==> src/rtl/xor_stream_decoder.sv <==
// xor_stream_decoder
// Receive end of an XOR-keystream link. Encoded words z = x ^ key arrive on
// the input handshake. A Galois LFSR regenerates the upstream keystream, and
// the recovered word x = z ^ key is held in one registered output stage.
// The stage sustains one word per clock. The keystream advances only when a
// word is accepted. seed_load resynchronises the keystream and flushes the
// output stage.
//
// Optional feature, selected by the macro XOR_DEC_PARITY_EN:
//   Defining the macro adds the in_parity input and the sticky par_err output.
//   These check the even parity of each recovered word against the parity
//   computed upstream.
//   Leaving the macro undefined builds neither the ports nor the parity logic.

module xor_stream_decoder #(
  parameter int                    DATA_WIDTH = 4,
  parameter int                    LFSR_WIDTH = 16,
  parameter logic [LFSR_WIDTH-1:0] LFSR_TAPS  = 16'hB400,
  parameter logic [LFSR_WIDTH-1:0] LFSR_SEED  = 16'hACE1
) (
  input  logic                  clk,
  input  logic                  rstn,
  input  logic                  seed_load,
  input  logic [LFSR_WIDTH-1:0] seed_in,
  input  logic                  in_valid,
  output logic                  in_ready,
  input  logic [DATA_WIDTH-1:0] in_data,
  output logic                  out_valid,
  input  logic                  out_ready,
  output logic [DATA_WIDTH-1:0] out_data,
  output logic [15:0]           word_cnt
`ifdef XOR_DEC_PARITY_EN
  ,
  input  logic                  in_parity,
  output logic                  par_err
`endif
);

  // One Galois step: shift right, then fold in the taps when the bit that
  // leaves the register is 1.
  function automatic logic [LFSR_WIDTH-1:0] lfsr_step(input logic [LFSR_WIDTH-1:0] state);
    logic [LFSR_WIDTH-1:0] nxt;
    nxt = state >> 1;
    if (state[0] == 1'b1) begin
      nxt = nxt ^ LFSR_TAPS;
    end else begin
      nxt = nxt;
    end
    return nxt;
  endfunction

  // A zero seed would lock the LFSR at zero forever, so it is replaced with
  // the reset seed.
  function automatic logic [LFSR_WIDTH-1:0] seed_fix(input logic [LFSR_WIDTH-1:0] seed);
    logic [LFSR_WIDTH-1:0] res;
    if (seed == {LFSR_WIDTH{1'b0}}) begin
      res = LFSR_SEED;
    end else begin
      res = seed;
    end
    return res;
  endfunction

`ifdef XOR_DEC_PARITY_EN
  // Even parity of a data word. The result is 1 when the word has an odd
  // number of 1 bits.
  function automatic logic even_parity(input logic [DATA_WIDTH-1:0] word);
    return ^word;
  endfunction
`endif

  logic [LFSR_WIDTH-1:0] r_lfsr;
  logic                  r_out_valid;
  logic [DATA_WIDTH-1:0] r_out_data;
  logic [15:0]           r_word_cnt;

  logic                  w_in_ready;
  logic                  w_accept;
  logic [DATA_WIDTH-1:0] w_key;
  logic [DATA_WIDTH-1:0] w_plain;
  logic [LFSR_WIDTH-1:0] w_lfsr_next;
  logic [LFSR_WIDTH-1:0] w_seed_sel;

  // Handshake and decode datapath. in_ready does not depend on in_valid, so
  // no combinational loop can form through an upstream valid that waits on
  // ready.
  always_comb begin
    w_in_ready  = 1'b0;
    w_accept    = 1'b0;
    w_key       = {DATA_WIDTH{1'b0}};
    w_plain     = {DATA_WIDTH{1'b0}};
    w_lfsr_next = {LFSR_WIDTH{1'b0}};
    w_seed_sel  = {LFSR_WIDTH{1'b0}};
    if (seed_load == 1'b1) begin
      w_in_ready = 1'b0;
    end else begin
      w_in_ready = (~r_out_valid) | out_ready;
    end
    w_accept    = in_valid & w_in_ready;
    w_key       = r_lfsr[DATA_WIDTH-1:0];
    w_plain     = in_data ^ w_key;
    w_lfsr_next = lfsr_step(r_lfsr);
    w_seed_sel  = seed_fix(seed_in);
  end

  // Keystream state, the output stage and the accepted-word counter.
  // seed_load outranks an accept; an accept outranks draining the output.
  always_ff @(posedge clk or negedge rstn) begin
    if (!rstn) begin
      r_lfsr      <= LFSR_SEED;
      r_out_valid <= 1'b0;
      r_out_data  <= {DATA_WIDTH{1'b0}};
      r_word_cnt  <= 16'h0000;
    end else if (seed_load) begin
      r_lfsr      <= w_seed_sel;
      r_out_valid <= 1'b0;
      r_out_data  <= r_out_data;
      r_word_cnt  <= 16'h0000;
    end else if (w_accept) begin
      r_lfsr      <= w_lfsr_next;
      r_out_valid <= 1'b1;
      r_out_data  <= w_plain;
      r_word_cnt  <= r_word_cnt + 16'h0001;
    end else if (out_ready) begin
      r_lfsr      <= r_lfsr;
      r_out_valid <= 1'b0;
      r_out_data  <= r_out_data;
      r_word_cnt  <= r_word_cnt;
    end else begin
      r_lfsr      <= r_lfsr;
      r_out_valid <= r_out_valid;
      r_out_data  <= r_out_data;
      r_word_cnt  <= r_word_cnt;
    end
  end

`ifdef XOR_DEC_PARITY_EN
  logic r_par_err;

  // Sticky parity error. It sets on an accepted word whose recovered parity
  // disagrees with in_parity. Only reset or a resync clears it.
  always_ff @(posedge clk or negedge rstn) begin
    if (!rstn) begin
      r_par_err <= 1'b0;
    end else if (seed_load) begin
      r_par_err <= 1'b0;
    end else if (w_accept && (even_parity(w_plain) != in_parity)) begin
      r_par_err <= 1'b1;
    end else begin
      r_par_err <= r_par_err;
    end
  end

  assign par_err = r_par_err;
`endif

  assign in_ready  = w_in_ready;
  assign out_valid = r_out_valid;
  assign out_data  = r_out_data;
  assign word_cnt  = r_word_cnt;

endmodule
==> config.mk <==
export PLATFORM = sky130hd
export DESIGN_NAME = xor_stream_decoder
export DESIGN_NICKNAME = d
export VERILOG_FILES = /design/src/rtl/xor_stream_decoder.sv
export SDC_FILE = /design/constraint.sdc
export NUM_CORES = 1
export LEC_CHECK = 0
export ABC_CLOCK_PERIOD_IN_PS = 4160
export BUFFER_PORTS_ARGS = -buffer_cell sky130_fd_sc_hd__buf_2
export CAP_MARGIN = 20
export CORE_MARGIN = 2
export CORE_UTILIZATION = 25
export CTS_CLUSTER_DIAMETER = 200
export CTS_CLUSTER_SIZE = 10
export DETAILED_ROUTE_END_ITERATION = 10
export HOLD_SLACK_MARGIN = 0.08
export PLACE_DENSITY = 0.42
export REMOVE_ABC_BUFFERS = 1
export SYNTH_ARGS = -nofsm -noshare
export SYNTH_HDL_FRONTEND = slang
export SYNTH_SLANG_ARGS = --single-unit
==> constraint.sdc <==
create_clock -name clk -period 4.16 [get_ports clk]
set_input_delay 0.832 -clock clk [delete_from_list [all_inputs] [get_ports clk]]
set_output_delay 0.832 -clock clk [all_outputs]
set_load 0.1 [all_outputs]
==> metrics.md <==
| Metric | Value |
|---|---|
| Slew Viols, Final | `0` |
| # H-tree levels | `2` |
| Slew margin rel. | `between 40% and 50%` |
| Post-synth top cells | `dfrtp_1, nand2_1, o21ai_0, nor2_1, a22oi_1` |
| Sequential Power Share | `49.1%` |
| CTS root buffer | `clkbuf_8` |
| CP max stage cell | `buf_2` |
| Die Ht | `roughly 90 µm` |
| Tcrit/Tclk final | `62.9%` |
| CP peak stage delay | `roughly 0.53 ns` |
| Tightest Hold Check Type | `reg -> reg` |
| Share of cells above drive strength 1 | `just under 30%` |
| Int Pwr | `0.000555 W` |
| PortBufs | `46` |
| I/O pin count | `47` |
| Sequential share of the synthesized area | `50.4%` |
| Worst skew pair latency | `0.29 ns` |
| Core area | `7210 µm²` |
| Post-synth top flop | `dfrtp_1` |
| Max Fanout on Critical Path | `41` |
| Max-Cap Viols | `0` |
| Hpwl dp | `roughly 3.3 mm` |
| Worst-margin pin slew | `0.881 ns` |
| CTS tree | `built` |
| Gate Count Post-Synth | `192` |
| EDFF count, synth | `0` |
| Mean Syn Cell Area | `about 9.7 µm²` |
| Post-Route Setup TNS | `0 ns` |
| Die X | `~90 µm` |
| FILL cells | `804` |
| CP cell instances | `buf_2 -> nor2_1 -> buf_2` |
| Via count | `1544` |
| Clock-pin slew on the worst setup and hold paths | `0.07 ns` |
| Starting density of the core | `25.7%` |
| Logic pwr share | `a little over a fifth` |
| Arrival time of the worst setup path | `1.78 ns` |
| Post_cts resized | `0` |
| CP endpoint kind | `output pin` |
| Wire per inst | `~14 µm` |
| Total power draw | `~0.00085 W` |
| Setup Fix Bufs, Post-CTS | `0` |
| R2r setup slk | `2.15 ns` |
| Fin. Hold Viols | `0` |
| GR Util All Layers | `11.9%` |
| Crit-path most repeated cell | `buf_2` |
| Status | `complete, no violations` |
| DR vias/cell | `between 4 and 5` |
| Die area | `8130 µm²` |
| Endpoints failing setup | `0` |
| Clock skew | `around 0.0093 ns` |
| RSZ-0062 raised after global routing | `no` |
| Synth area leaders | `dfrtp_1, dfstp_2, nand2_1` |
| YS warnings | `0` |
| Remaining DRCs | `0` |
| Hold Buf Count CTS | `0` |
| Kind of critical path | `in -> out` |
| Final min period | `2.61 ns` |
| First-pass GRT wire length | `7.83 mm` |
| Gpl congestion | `roughly 0.72` |
| Syn Std Cell Area | `1860 µm²` |
| Post-synth top area cell | `dfrtp_1` |
| Diode count | `0` |
| Pin count of the biggest net entering global routing | `42` |
| Power Density | `378 nW/µm²` |
| Switch share | `34.5%` |
| Yosys reg bits | `37` |
| Maximum clock frequency | `around 0.38 GHz` |
| Worst VDD drop | `between 100 and 150 µV` |
| Drt first-iter violations | `80` |
| Crit start category | `input pin` |
| Final net count | `260` |
| Static leakage | `roughly 1.0 nW` |
| Global route total overflow | `0` |
| Area Growth Syn to Fin | `20.8%` |
| Routed Antenna Nets | `0` |
| CP required | `around 3.3 ns` |
| NetSw | `0.000293 W` |
| Fraction of registers with async set/reset | `100%` |
| Final wirelength | `4.59 mm` |
| Total clock sinks | `37` |
| Synth top area share | `39.1%` |
| Vias in the first global route | `1543` |
| Clk buf depth | `2` |
| Top-count cell post-synth | `dfrtp_1` |
| Initial antenna violation count | `0` |
| Synth unique cells | `37` |
| # rows | `31` |
| Clock power frac | `just under 30%` |
| Cts bufs inserted | `5` |
| Pre-Repair DR Iteration Count | `4` |
## through the flow
stage	util, %	std cells	hold slack (ns)	setup WS (ns)	cell area (µm²)
floorplan	-	181	0.445	0.988	1810
global placement	29.9	326	0.471	1.44	2160
detailed placement	29.9	326	0.462	1.38	2160
CTS	31.1	334	0.480	1.51	2240
global route	31.1	334	0.507	1.42	2240
finish	31.1	334	0.474	1.55	2240
## power by group through the flow
| stage | Combinational (W) | Sequential, W | Clock [W] |
|---|---|---|---|
| 2_1_floorplan | 0.0000560 | 0.000496 | 0 |
| 3_3_place_gp | 0.000186 | 0.000424 | 0 |
| 3_5_place_dp | 0.000187 | 0.000424 | 0 |
| 4_1_cts | 0.000187 | 0.000417 | 0.000258 |
| 5_1_grt | 0.000202 | 0.000422 | 0.000276 |
| 6_report | 0.000184 | 0.000416 | 0.000247 |
## sequential cells by signal (all words and copies together) (netlist names)
register   flops
out_data       4
out_valid      1
r_lfsr        16
word_cnt      16
## worst max-delay path, delay by kind of cell
| kind | cells | cell delay [ns] |
|---|---|---|
| buffers and inverters | 2 | 0.85 |
| and+or+nand+nor | 1 | 0.10 |
## layout make-up
cell class | instances | area [µm²] | share of cell area (%)
sequential | 37 | 936 | 41.7
multi-input combinational | 142 | 862 | 38.4
timing repair buffer | 46 | 230 | 10.3
tap | 99 | 124 | 5.52
clock buffer | 6 | 72.6 | 3.24
clock inverter | 2 | 10.0 | 0.446
inverter | 2 | 7.51 | 0.335
## metal layers
layer  vias to the layer above  global-route usage (%)  wire length [µm]
li1                        770                       -                 -
met1                       729                    16.4              2220
met2                        41                    18.8              2100
met3                         4                    2.93               231
met4                         0                    3.08                40
met5                         -                       0                 0
## kinds of logic (layout without fill, tap and decap cells)
family | Yosys count | count (layout) | share of synthesized area, %
XOR/XNOR | 14 | 14 | 6.60
buffers and inverters | 13 | 56 | 3.17
multiplexers | 8 | 8 | 4.45
adder cells (fa/ha/maj) | 1 | 1 | 0.674
AO/OA/AOI/OAI | 38 | 38 | 12.1
flip-flops | 37 | 37 | 50.4
AND/OR/NAND/NOR | 81 | 81 | 22.6
## cell usage in the layout (no fill, tap or decap), drive strengths merged, types with 2 or more instances in the layout
master,count
xor2,7
a21oi,6
nand3,7
a22oi,9
nand4,4
nand2,26
mux2i,6
o31ai,2
nor2,16
nor2b,3
or4,2
inv,2
dfrtp,29
mux2,2
o22ai,3
dfstp,8
clkinv,2
and4,3
buf,46
clkbuf,6
nor4,8
nand2b,2
nor3,5
xnor2,7
o21ai,17
## path summary, 6_finish.rpt
path	startpoint	end	cells past startpoint
worst max register to register	out_valid	word_cnt[15]	4
worst min register to register	r_lfsr[4]	r_lfsr[4]	2
worst min-delay path	r_lfsr[4]	r_lfsr[4]	2
min in group asynchronous	rstn	word_cnt[6]	1
worst max-delay path	seed_load	in_ready	3
max in group asynchronous	rstn	r_lfsr[8]	1
Power figures use the tool's default switching activity.
